[src/rtl/register_file.sv]
// -----------------------------------------------------------------------------
// register_file
//   Architectural register file: DEPTH x DATA_WIDTH flops, two independent
//   combinational read ports and one write port that commits on the rising edge
//   of clk. It sits between operand fetch (reads) and writeback (write).
//
//   Ports
//     clk       system clock, all state updates on the rising edge
//     reset     synchronous active-high reset, clears every entry
//     read_en   per-port read enable (bit 0 = port 0, bit 1 = port 1)
//     write_en  write enable
//     raddr_0   read address, port 0
//     raddr_1   read address, port 1
//     waddr     write address
//     wdata     write data
//     rdata_0   read data, port 0 (0 when read_en[0] is low)
//     rdata_1   read data, port 1 (0 when read_en[1] is low)
//
//   Build option
//     REGFILE_WRITE_BYPASS_EN  when defined, a read that hits the address being
//                              written in the same cycle returns wdata instead
//                              of the pre-write contents. Default: undefined.
//
//   Entry 0 is an ordinary register, not hardwired to zero.
//   DEPTH must equal 2**ADDR_WIDTH, so every address is in range.
// -----------------------------------------------------------------------------

// One read port: a DEPTH:1 mux over the storage with an optional forwarding
// override. The output is forced to 0 when the port is disabled so downstream
// operand latches never see stale data.
module register_file_read_port #(
   parameter int DATA_WIDTH = 64,
   parameter int ADDR_WIDTH = 4,
   parameter int DEPTH      = 16
) (
   input  logic                             en,
   input  logic [ADDR_WIDTH-1:0]            addr,
   input  logic [DEPTH-1:0][DATA_WIDTH-1:0] entries,
   input  logic                             fwd,
   input  logic [DATA_WIDTH-1:0]            fwd_data,
   output logic [DATA_WIDTH-1:0]            rdata
);

   always_comb begin
      rdata = '0;
      if (en) begin
         if (fwd) rdata = fwd_data;
         else     rdata = entries[addr];
      end
   end

endmodule

module register_file #(
   parameter int DATA_WIDTH = 64,
   parameter int ADDR_WIDTH = 4,
   parameter int DEPTH      = 16
) (
   input  logic                  clk,
   input  logic                  reset,
   input  logic [1:0]            read_en,
   input  logic                  write_en,
   input  logic [ADDR_WIDTH-1:0] raddr_0,
   input  logic [ADDR_WIDTH-1:0] raddr_1,
   input  logic [ADDR_WIDTH-1:0] waddr,
   input  logic [DATA_WIDTH-1:0] wdata,
   output logic [DATA_WIDTH-1:0] rdata_0,
   output logic [DATA_WIDTH-1:0] rdata_1
);

   localparam int NUM_PORTS = 2;

   logic [DEPTH-1:0][DATA_WIDTH-1:0]      entries;
   logic [NUM_PORTS-1:0][ADDR_WIDTH-1:0]  raddr;
   logic [NUM_PORTS-1:0][DATA_WIDTH-1:0]  rdata;

   // Reset wins over a coincident write; that write is simply lost.
   always_ff @(posedge clk) begin
      if (reset)         entries        <= '0;
      else if (write_en) entries[waddr] <= wdata;
   end

   assign raddr   = {raddr_1, raddr_0};
   assign rdata_0 = rdata[0];
   assign rdata_1 = rdata[1];

   for (genvar p = 0; p < NUM_PORTS; p++) begin : g_rd
      logic fwd;
`ifdef REGFILE_WRITE_BYPASS_EN
      // Forward only a write that will actually commit at the next edge.
      assign fwd = write_en & ~reset & (raddr[p] == waddr);
`else
      // Same-cycle reads see the pre-write contents.
      assign fwd = 1'b0;
`endif
      register_file_read_port #(
         .DATA_WIDTH (DATA_WIDTH),
         .ADDR_WIDTH (ADDR_WIDTH),
         .DEPTH      (DEPTH)
      ) u_port (
         .en       (read_en[p]),
         .addr     (raddr[p]),
         .entries  (entries),
         .fwd      (fwd),
         .fwd_data (wdata),
         .rdata    (rdata[p])
      );
   end

endmodule

[config.mk]
export PLATFORM = sky130hd
export DESIGN_NAME = register_file
export DESIGN_NICKNAME = d
export VERILOG_FILES = /design/src/rtl/register_file.sv
export SDC_FILE = /design/constraint.sdc
export NUM_CORES = 2
export LEC_CHECK = 0
export ABC_AREA = 1
export BUFFER_PORTS_ARGS = -buffer_cell sky130_fd_sc_hd__buf_2
export CAP_MARGIN = 20
export CORE_AREA = 2 2 234 409
export DETAILED_ROUTE_END_ITERATION = 10
export DIE_AREA = 0 0 236 411
export GPL_TIMING_DRIVEN = 0
export PLACE_DENSITY_LB_ADDON = 0.2
export SLEW_MARGIN = 15
export SYNTH_ARGS = -nofsm -noshare
export SYNTH_HDL_FRONTEND = slang
export SYNTH_HIERARCHICAL = 1
export SYNTH_SLANG_ARGS = --single-unit
[constraint.sdc]
create_clock -name clk -period 2.35 [get_ports clk]
set_clock_uncertainty 0.05 [all_clocks]
set_input_delay 0.1175 -clock clk [delete_from_list [all_inputs] [get_ports clk]]
set_output_delay 0.1175 -clock clk [all_outputs]
set_load 0.02 [all_outputs]
==> impl_metrics.tcl, run 1 <==
set metrics [dict create \
    die_w_um 236 \
    synth_fa_ha_area_frac 0 \
    synth_warnings 6 \
    avgSynthCellArea_um2 5.69 \
    synthCells 11100 \
    dp_hpwl_mm 225 \
    grt_max_degree 16 \
    synth_mux_area_frac 0 \
    synth_compound_area_frac 0 \
    status "stopped before the end" \
    clk_path_buf_depth 3 \
    cts.sinks 1024 \
    ys_seq_area_frac 0.325 \
    htreeDepth 3 \
    firstError "[ERROR GRT-0116] Global routing finished with congestion. Check the congestion regions in the DRC Viewer." \
    yosys.area_share.simple 0.568 \
    synth_top_family_by_area "simple AND/OR/NAND/NOR gates" \
    synthDistinctLibCells 20 \
    failed_stage "global routing" \
    synthXorXnorAreaFrac 0 \
    gr-total-overflow 20 \
    ios 209 \
    portBuffers 204 \
    initial_core_util 0.674 \
    die_h_um 411 \
    first_global_vias 78500 \
    grt_pass1_wl_mm 511 \
    row_count 149 \
    cts_root_buf "clkbuf_16" \
    cts_buffers 96 \
    gp_congestion 1.18 \
    grt_usage 0.693 \
    synth_area_um2 63200 \
    dp_slack_ps -262 \
    synth_seq_cells 1024 \
]
what timing repair did:
item | in CTS
resized for setup | 7
buffers inserted | 0
hold buffers | 66
endpoints found under the hold margin | 383
endpoints found under the setup margin | 38
synthesized netlist by cell type, drive strengths merged:
library cell / instances / share of area
nand4: 256 / 0.025
buf: 684 / 0.068
nand2: 4294 / 0.26
nand3: 1862 / 0.15
inv: 406 / 0.024
nor2: 2324 / 0.14
dfxtp: 1024 / 0.32
conb: 1 / 0.000059
clkbuf: 250 / 0.015
routing by layer:
layer	track usage	GRT overflow
met5	0.0909	0
met4	0.729	7
met3	0.436	0
met2	0.923	13
met1	0.701	0
logic make-up after synthesis:
kind of cell           count (synthesis)
AND/OR/NAND/NOR                     8736
buffers and inverters               1340
other                                  1
flip-flops                          1024
through the flow:
step | instance area [µm²] | cells
3_5_place_dp | 65700 | 12500
2_1_floorplan | 63200 | 11100
3_3_place_gp | 65700 | 12500
4_1_cts | 69900 | 12800
==> inputs of run 2 (changes only) <==
- CORE_AREA: 2 2 234 409 -> 2 2 401 403
- DIE_AREA: 0 0 236 411 -> 0 0 403 405
- PLACE_DENSITY_LB_ADDON: 0.2 -> 0.15
==> run 2 against run 1 <==
Net effect:
- the flow now finishes, with violations (setup timing)
- synthesized cell count did not move
- area after synthesis did not move
==> impl_metrics.tcl, run 2 <==
set metrics [dict create \
    status "complete, but fails checks" \
    violations "setup timing" \
    synth_edf_count 0 \
    dp_cells 13400 \
    crit_path_end_kind "primary output" \
    yosysMostFrequentCell "nand2_1" \
    worst-setup-path-type "primary input to primary output" \
    ir_drop_uv 862 \
    top_regs "entries (1024)" \
    layout.nets 11600 \
    cpMaxStageDelayCell "inv_2" \
    cts_root_buf "clkbuf_16" \
    ys_seq_area_frac 0.325 \
    p_int_uw 33000 \
    holdPathStages 7 \
    drt_iter0_drc 8842 \
    vias 75500 \
    grt_usage 0.399 \
    area_growth_pct 15.1 \
    cap_viol_max_count 0 \
    synthCells 11100 \
    worst_pin_slew_ps 1150 \
    synth_top_area_share 0.325 \
    row_count 147 \
    layout_commonest_cell "nand2_1" \
    die-area_um2 163000 \
    slew_headroom 0.231 \
    gr-total-overflow 0 \
    worst_slack_ps -65.2 \
    hold_class "primary input to register" \
    die_h_um 405 \
    totalPowerFinal_uw 48000 \
    drive_above_1_share 0.101 \
    cts.sinks 1024 \
    initial_core_util 0.397 \
    fmax_mhz 414 \
    fin_crit_sh 1.03 \
    clk_path_buf_depth 3 \
    clkSlewWorstSetupHoldPaths_ps 60 \
    rsz0062_at_grt "true" \
    top_register "entries" \
    cp.arrival_ps 2250 \
    antenna_found_initial 29 \
    clkPwrFrac 0.452 \
    critPathBufInv 5 \
    synth_async_sr_flop_share 0 \
    first_global_vias 68000 \
    final_cells 13700 \
    antenna_left 0 \
    p_leak_uw 0.0330 \
    die_w_um 403 \
    period_minus_slack_ps 2420 \
    pwr-share-seq 0.376 \
    reg2reg_setup_slack_ps 1520 \
    grt_max_degree 17 \
    min_to "entries[898]" \
    clock_latency_ps 790 \
    largest_reg_flops 1024 \
    tns_ps -253 \
    coreArea_um2 159000 \
    r2r_start "entries[801]" \
    portBuffers 204 \
    crit_chain "buf_2 > inv_2 > clkbuf_1 > nand2_1 > nand3_1 > nand2_1 > inv_1 > buf_2" \
    cts_tree "built" \
    swShare 0.313 \
    dp_hpwl_mm 251 \
    power_frac_comb 0.172 \
    hold_violations 0 \
    reg2reg_to "entries[801]" \
    finalWirelength_mm 338 \
    critPathRequiredTime_ps 2180 \
    layout_common_cells "4,243 x nand2_1, 2,315 x nor2_1, 1,835 x nand3_1" \
    start_kind "primary input" \
    drc_errors 0 \
    p_sw_uw 15100 \
    synth_top_area_cell "dfxtp_1" \
    synth_ff_type "dfxtp_1" \
    slowest_delay_ps 710 \
    postLayoutCoreUtil 0.456 \
    yosys-top-cells-area "dfxtp_1 32%, nand2_1 25%, nand3_1 15%" \
    powerDensity_nw_per_um2 661 \
    gp_congestion 0.992 \
    drv_slew 0 \
    critPathMaxFanout 10 \
    htreeDepth 4 \
    finalSetupViolCount 9 \
    reg2reg_depth 4 \
    routed_via_density 5.50 \
    synth_area_um2 63200 \
    path_delay_family "buffers and inverters" \
    cts_buffers 132 \
    synthDistinctLibCells 20 \
    synth_warnings 6 \
    synth_seq_cells 1024 \
    synth_common_cells "4,269 x nand2_1, 2,316 x nor2_1, 1,862 x nand3_1" \
    ios 209 \
    hp-start "write_en" \
    avgSynthCellArea_um2 5.69 \
    worst_hold_slack_ps 135 \
    drt-wirelength-per-cell_um 24.6 \
    grt_pass1_wl_mm 472 \
    drtPass1Iterations 7 \
]
run 2: power groups by stage:
stage	combinational, µW	sequential (µW)	clock [µW]
final	8250	18100	21700
after global routing	8640	18100	22500
after CTS	7820	18100	21800
after detailed placement	7700	18400	0
after global placement	7610	18400	0
after floorplan	4550	18300	0
run 2: layer usage:
metal / routed length (µm) / track usage / up-vias
met4: 22800 / 0.247 / 14
li1: - / - / 35500
met2: 143000 / 0.607 / 4185
met3: 38300 / 0.101 / 904
met5: 100 / 0 / -
met1: 133000 / 0.505 / 34900
run 2: cell families (layout without fill, tap and decap cells):
group	count (synthesis)	in the layout	share of synthesized area
simple gates	8736	8736	0.568
buf+inv	1340	1853	0.107
other cells	1	30	0.0000594
flops	1024	1024	0.325
run 2: timing repair:
action	in CTS	in global routing
buffers inserted	0	0
hold endpoints to repair	410	0
pin swaps	0	3
hold buffers	68	0
setup endpoints to repair	128	91
gates resized for setup	14	102
run 2: worst register-to-register path: stages (launching register included):
cell and delay, ps:
dfxtp_1 420, inv_1 70, nand2_1 70, nand2_1 60
nor2_1 100
run 2: worst max-delay path by stage:
stage / from / endpoint / slack, ps / cells after the start
6_report: raddr_1[3] / rdata_1[8] / -70 / 8
5_1_grt: entries[194] / rdata_1[2] / -40 / 9
2_1_floorplan: raddr_0[0] / rdata_0[0] / 1060 / 12
4_1_cts: entries[224] / rdata_0[32] / -20 / 9
3_5_place_dp: reset / entries[129] / -440 / 7
3_3_place_gp: write_en / entries[224] / -1000 / 8
run 2: layout make-up:
cell class | count | area, µm²
repair buffers | 284 | 2010
clock inverters | 42 | 566
plain buffers | 931 | 5310
clock buffers | 190 | 3950
multi-input cells | 8738 | 36100
fillers | 17400 | 86600
inverters | 406 | 1540
well taps | 2086 | 2610
diodes | 28 | 70.1
flip-flops and latches | 1024 | 20500
run 2: per-stage QoR:
stage / setup WS (ps) / cell area, µm²
4_1_cts: -24.7 / 72300
3_3_place_gp: -1000 / 66800
3_5_place_dp: -444 / 67100
5_1_grt: -43.4 / 72600
2_1_floorplan: 1060 / 63200
6_report: -65.2 / 72700
No activity file was read; power rests on OpenSTA's default activity.
